<file path="src/rtl/alu_share_arbiter.sv">
// alu_share_arbiter
// Shares one external combinational ALU between two requesters. A request is
// accepted in IDLE (round-robin on ties), its operands are registered onto the
// alu_* outputs, the ALU result is captured one cycle later and held on the
// owner's response channel until that requester consumes it.
//
// Ports
//   clk, resetn            clock, async active-low reset
//   reqN_valid/ready       request handshake, requester N (N = 0, 1)
//   reqN_control/src1/src2 operation for requester N
//   respN_valid/ready      response handshake, requester N
//   respN_result           result for requester N (holds last value)
//   alu_control/src1/src2  registered operands to the shared ALU
//   alu_result             combinational result from the shared ALU
//   busy                   an operation is in flight
//   done_cnt0/1            responses delivered per requester (wrapping)
//
// state | meaning
// ------+---------------------------------------------------------------
// IDLE  | waiting for a request; grant offered combinationally
// EXEC  | operands on the ALU; result captured at end of this cycle
// RESP  | result held for the owner until its resp_ready
module alu_share_arbiter #(
  parameter int DATA_W = 32,
  parameter int CNT_W  = 16
) (
  input  logic              clk,
  input  logic              resetn,
  input  logic              req0_valid,
  output logic              req0_ready,
  input  logic [3:0]        req0_control,
  input  logic [DATA_W-1:0] req0_src1,
  input  logic [DATA_W-1:0] req0_src2,
  output logic              resp0_valid,
  input  logic              resp0_ready,
  output logic [DATA_W-1:0] resp0_result,
  input  logic              req1_valid,
  output logic              req1_ready,
  input  logic [3:0]        req1_control,
  input  logic [DATA_W-1:0] req1_src1,
  input  logic [DATA_W-1:0] req1_src2,
  output logic              resp1_valid,
  input  logic              resp1_ready,
  output logic [DATA_W-1:0] resp1_result,
  output logic [3:0]        alu_control,
  output logic [DATA_W-1:0] alu_src1,
  output logic [DATA_W-1:0] alu_src2,
  input  logic [DATA_W-1:0] alu_result,
  output logic              busy,
  output logic [CNT_W-1:0]  done_cnt0,
  output logic [CNT_W-1:0]  done_cnt1
);

  localparam logic [1:0] ST_IDLE = 2'd0;
  localparam logic [1:0] ST_EXEC = 2'd1;
  localparam logic [1:0] ST_RESP = 2'd2;

  logic [1:0]        state_q, state_d;
  logic              prio_q, prio_d;
  logic              owner_q, owner_d;
  logic [3:0]        alu_control_q, alu_control_d;
  logic [DATA_W-1:0] alu_src1_q, alu_src1_d;
  logic [DATA_W-1:0] alu_src2_q, alu_src2_d;
  logic              resp0_valid_q, resp0_valid_d;
  logic              resp1_valid_q, resp1_valid_d;
  logic [DATA_W-1:0] resp0_result_q, resp0_result_d;
  logic [DATA_W-1:0] resp1_result_q, resp1_result_d;
  logic [CNT_W-1:0]  done_cnt0_q, done_cnt0_d;
  logic [CNT_W-1:0]  done_cnt1_q, done_cnt1_d;

  logic gnt0, gnt1, idle;

  // prio names the requester that wins when both are valid
  assign gnt0 = req0_valid && (!req1_valid || !prio_q);
  assign gnt1 = req1_valid && (!req0_valid ||  prio_q);
  assign idle = (state_q == ST_IDLE);

  assign req0_ready   = idle && gnt0;
  assign req1_ready   = idle && gnt1;
  assign busy         = !idle;
  assign alu_control  = alu_control_q;
  assign alu_src1     = alu_src1_q;
  assign alu_src2     = alu_src2_q;
  assign resp0_valid  = resp0_valid_q;
  assign resp1_valid  = resp1_valid_q;
  assign resp0_result = resp0_result_q;
  assign resp1_result = resp1_result_q;
  assign done_cnt0    = done_cnt0_q;
  assign done_cnt1    = done_cnt1_q;

  always_comb begin
    state_d        = state_q;
    prio_d         = prio_q;
    owner_d        = owner_q;
    alu_control_d  = alu_control_q;
    alu_src1_d     = alu_src1_q;
    alu_src2_d     = alu_src2_q;
    resp0_valid_d  = resp0_valid_q;
    resp1_valid_d  = resp1_valid_q;
    resp0_result_d = resp0_result_q;
    resp1_result_d = resp1_result_q;
    done_cnt0_d    = done_cnt0_q;
    done_cnt1_d    = done_cnt1_q;

    case (state_q)
      ST_IDLE: begin
        if (gnt0 || gnt1) begin
          owner_d       = gnt1;
          prio_d        = gnt0;   // loser of this accept wins the next tie
          alu_control_d = gnt1 ? req1_control : req0_control;
          alu_src1_d    = gnt1 ? req1_src1    : req0_src1;
          alu_src2_d    = gnt1 ? req1_src2    : req0_src2;
          state_d       = ST_EXEC;
        end
      end
      ST_EXEC: begin
        if (owner_q) begin
          resp1_result_d = alu_result;
          resp1_valid_d  = 1'b1;
        end else begin
          resp0_result_d = alu_result;
          resp0_valid_d  = 1'b1;
        end
        state_d = ST_RESP;
      end
      ST_RESP: begin
        if (owner_q && resp1_ready) begin
          resp1_valid_d = 1'b0;
          done_cnt1_d   = done_cnt1_q + CNT_W'(1);
          state_d       = ST_IDLE;
        end else if (!owner_q && resp0_ready) begin
          resp0_valid_d = 1'b0;
          done_cnt0_d   = done_cnt0_q + CNT_W'(1);
          state_d       = ST_IDLE;
        end
      end
      default: state_d = ST_IDLE;
    endcase
  end

  always_ff @(posedge clk or negedge resetn) begin
    if (!resetn) begin
      state_q        <= ST_IDLE;
      prio_q         <= 1'b0;
      owner_q        <= 1'b0;
      alu_control_q  <= '0;
      alu_src1_q     <= '0;
      alu_src2_q     <= '0;
      resp0_valid_q  <= 1'b0;
      resp1_valid_q  <= 1'b0;
      resp0_result_q <= '0;
      resp1_result_q <= '0;
      done_cnt0_q    <= '0;
      done_cnt1_q    <= '0;
    end else begin
      state_q        <= state_d;
      prio_q         <= prio_d;
      owner_q        <= owner_d;
      alu_control_q  <= alu_control_d;
      alu_src1_q     <= alu_src1_d;
      alu_src2_q     <= alu_src2_d;
      resp0_valid_q  <= resp0_valid_d;
      resp1_valid_q  <= resp1_valid_d;
      resp0_result_q <= resp0_result_d;
      resp1_result_q <= resp1_result_d;
      done_cnt0_q    <= done_cnt0_d;
      done_cnt1_q    <= done_cnt1_d;
    end
  end

endmodule
</file>
<file path="config.mk">
export PLATFORM = sky130hd
export DESIGN_NAME = alu_share_arbiter
export DESIGN_NICKNAME = d
export VERILOG_FILES = /design/src/rtl/alu_share_arbiter.sv
export SDC_FILE = /design/constraint.sdc
export NUM_CORES = 1
export LEC_CHECK = 0
export ABC_AREA = 1
export CAP_MARGIN = 20
export CELL_PAD_IN_SITES_DETAIL_PLACEMENT = 1
export CELL_PAD_IN_SITES_GLOBAL_PLACEMENT = 1
export CORE_MARGIN = 2
export CORE_UTILIZATION = 30
export DETAILED_ROUTE_END_ITERATION = 8
export GPL_TIMING_DRIVEN = 0
export PLACE_DENSITY_LB_ADDON = 0.1
export SYNTH_ARGS = -nofsm -noshare
export SYNTH_HDL_FRONTEND = slang
export SYNTH_SLANG_ARGS = --single-unit
</file>
<file path="constraint.sdc">
create_clock -name clk -period 4.9 [get_ports clk]
set_input_delay 0.98 -clock clk [delete_from_list [all_inputs] [get_ports clk]]
set_output_delay 0.98 -clock clk [all_outputs]
set_load 0.005 [all_outputs]
</file>
==> summary.md <==
| Metric | Value |
|---|---|
| R2R setup slack | about 3000 ps |
| Synth async-reset ratio | 1.00 |
| CP max FO | 10 |
| Clk_lat worst skew | between 400 and 500 ps |
| Number of synthesized flops with an enable pin | 0 |
| CP Data Required Time | a little under 4000 ps |
| Highest Clock Rate | approximately 260 MHz |
| DR pass1 iterations | 4 |
| Seq pwr share | 0.354 |
| Resized cells post-CTS | 0 |
| Hold WC Path Type | flop to flop |
| Pint | between 4 and 5 mW |
| Critical Path AT | 2930 ps |
| Critical hold path startpoint | done_cnt1[15]$_DFFE_PN0P_ |
| Most common cell after layout, fill and taps aside | clkdlybuf4s50_1 |
| FF-to-FF Start | state_q[1]$_DFFE_PN0P_ |
| # DRC | 0 |
| Cts bufs inserted | 17 |
| All-Layer GR Usage | 0.206 |
| Yosys warns | 0 |
| Nets@finish | 1533 |
| Hold depth | 1 |
| Combinational share of power | 0.440 |
| GP Congestion | ~0.79 |
| Number of port buffers | 342 |
| Setup Buffers After CTS | 0 |
| Ant diodes | 0 |
| Vias per cell | 4.55 |
| Routed Antenna Nets | 0 |
| Vias | 7733 |
| Setup crit end kind | output port |
| Clk pin slew, worst setup/hold paths | 80 ps |
| # IOs | 343 |
| Clk_skew | about 11 ps |
| Status | completed |
| Final core occ | 0.477 |
| Number of synthesized register bits | 170 |
| Placement Rows | 59 |
| WL per Instance | 16.5 microns |
| Post-Syn Nets | between 1000 and 1500 |
| Area post-placement | approximately 12000 sq um |
| Initial DRC Count | 369 |
| Cells on worst reg2reg path | 7 |
| Final min period | roughly 4000 ps |
| Seq/Total Area, Yosys | 0.539 |
| CTS Buffer Depth | 2 |
| Largest net degree at the start of global routing | between 90 and 100 |
| TritonCTS clock tree | yes |
| Mapped Area | 7890 sq um |
| Initial antenna violation count | 0 |
| H-Tree Depth | 4 |
| Commonest non-fill, non-tap cells in the layout | clkdlybuf4s50_1 (341), nand2_1 (337), dfrtp_1 (170) |
| Final slew viol count | 0 |
| Initial Utilization | 0.304 |
| Synth unique cells | 24 |
| Number of global-route vias before repair | 8196 |
| Final period util | 0.798 |
| Crit path kind | input pin to output port |
| Syn_area_per_cell | 7.96 sq um |
| Primary FF master, synth | dfrtp_1 |
| CTS root buffer | clkbuf_16 |
| Worst reg2reg endpoint | resp1_result[21]$_DFFE_PN0P_ |
| Core area | 25900 sq um |
| Clock Sink Count | 170 |
| Number of max-cap violations | 0 |
| CTS hold repair buffers | 0 |
| Maximum vdd drop | 0.241 mV |
| Global-route wire length before repair | 45.1 mm |
| Pin slew with the least headroom to its limit | 596 ps |
| LEAKAGE | between 6 and 7 nW |
| Crit start category | input pin |
| Worst Hold End | done_cnt1[15]$_DFFE_PN0P_ |
| DIE WIDTH | 166 microns |
| RSZ-0062 raised after global routing | no |
| Max_slew headroom | 0.603 |
| Share of post-route cells with drive strength above 1 | 0.0476 |
| Total Power | about 6.6 mW |
| Die footprint | about 28000 sq um |
| DIE HEIGHT | approximately 170 microns |
| Cell Pwr Density | 535 nW/um^2 |
| Final hold viol count | 0 |
| Detailed Route WL | 28.1 mm |
| Switch share | 0.362 |
| Clock network fraction of total power | 0.205 |
| Post-route cell area | around 12000 sq um |
| Mapped Cells | 991 |
| Area Overhead vs Synth | 56.6% |
| Detailed placement HPWL | 21.5 mm |
| GRT Residual Overflow | 0 |
| Count of final setup violators | 0 |
| Psw | 2.39 mW |
==> through the flow <==
| step | std cells | TNS, ps | hold slack (ps) | setup WS (ps) |
|---|---|---|---|---|
| 6_report | 1701 | 0 | 471 | 991 |
| 3_3_place_gp | 1668 | -804110 | 455 | -4750 |
| 4_1_cts | 1701 | 0 | 475 | 950 |
| 3_5_place_dp | 1669 | 0 | 463 | 955 |
| 2_1_floorplan | 991 | 0 | 464 | 2290 |
| 5_1_grt | 1701 | 0 | 498 | 870 |
==> registers in the layout, indices dropped and copies added (netlist names) <==
signal and count:
alu_src2 32, owner_q 1, alu_src1 32, resp1_valid 1, done_cnt1 16, alu_control 4
state_q 2, done_cnt0 16, resp1_result 32, resp0_valid 1, resp0_result 32, prio_q 1
==> final cells by class <==
cell class                      instances  area [sq um]
Fill cell                            3092         13600
Sequential cell                       170          4250
Timing Repair Buffer                  343          3460
Multi-Input combinational cell        634          2860
Inverter                              136           510
Clock buffer                           18           439
Tap cell                              335           419
Buffer                                 51           260
Clock inverter                         14           148
==> layer usage <==
layer / up-vias / part of all wire / track usage / routed length [microns]
li1: 3794 / - / - / -
met1: 3713 / 0.43 / 0.255 / 12100
met2: 197 / 0.49 / 0.352 / 13900
met3: 29 / 0.057 / 0.0512 / 1600
met4: 0 / 0.020 / 0.0650 / 571
met5: - / 0 / 0 / 0
==> worst max-delay path: stages <==
cell,delay [ps]
clkdlybuf4s50_1,520
nand3_1,400
buf_2,360
inv_1,100
clkdlybuf4s50_1,570
==> power groups by stage <==
stage / registers, mW / logic [mW] / clock network, mW
floorplan: 2.36 / 1.08 / 0
global placement: 2.33 / 2.91 / 0
detailed placement: 2.36 / 2.95 / 0
CTS: 2.34 / 2.98 / 1.40
global route: 2.42 / 3.25 / 1.45
finish: 2.34 / 2.91 / 1.36
==> worst max-delay path by stage <==
stage                     from                 endpoint  slack [ps]  depth (start not counted)
finish              req0_valid               req0_ready         990                          5
global route        req0_valid               req0_ready         870                          5
CTS                 req0_valid               req0_ready         950                          5
detailed placement  req0_valid               req0_ready         960                          5
global placement        resetn  alu_src1[0]$_DFFE_PN0P_       -4750                          1
floorplan           req0_valid               req1_ready        2290                          6
==> logic make-up after synthesis <==
group	synth area share
and+or+nand+nor	0.238
buffers and inverters	0.0977
DFF	0.539
AOI/OAI and AO/OA	0.0918
xor gates and xnor gates	0.0233
adders and majority gates	0.00952
==> Yosys cell counts (all sizes together), types with 6 or more instances <==
master  count  area, sq um
buf        26          166
ha          6         75.1
nand4       7         43.8
o21ai     141          706
xnor2      10         87.6
inv       136          510
nor2       27          104
xor2       11         96.3
nand3      89          450
clkbuf     25         93.8
dfrtp     170         4250
nand2     338         1270
No activity file was read; power rests on OpenSTA's default activity.
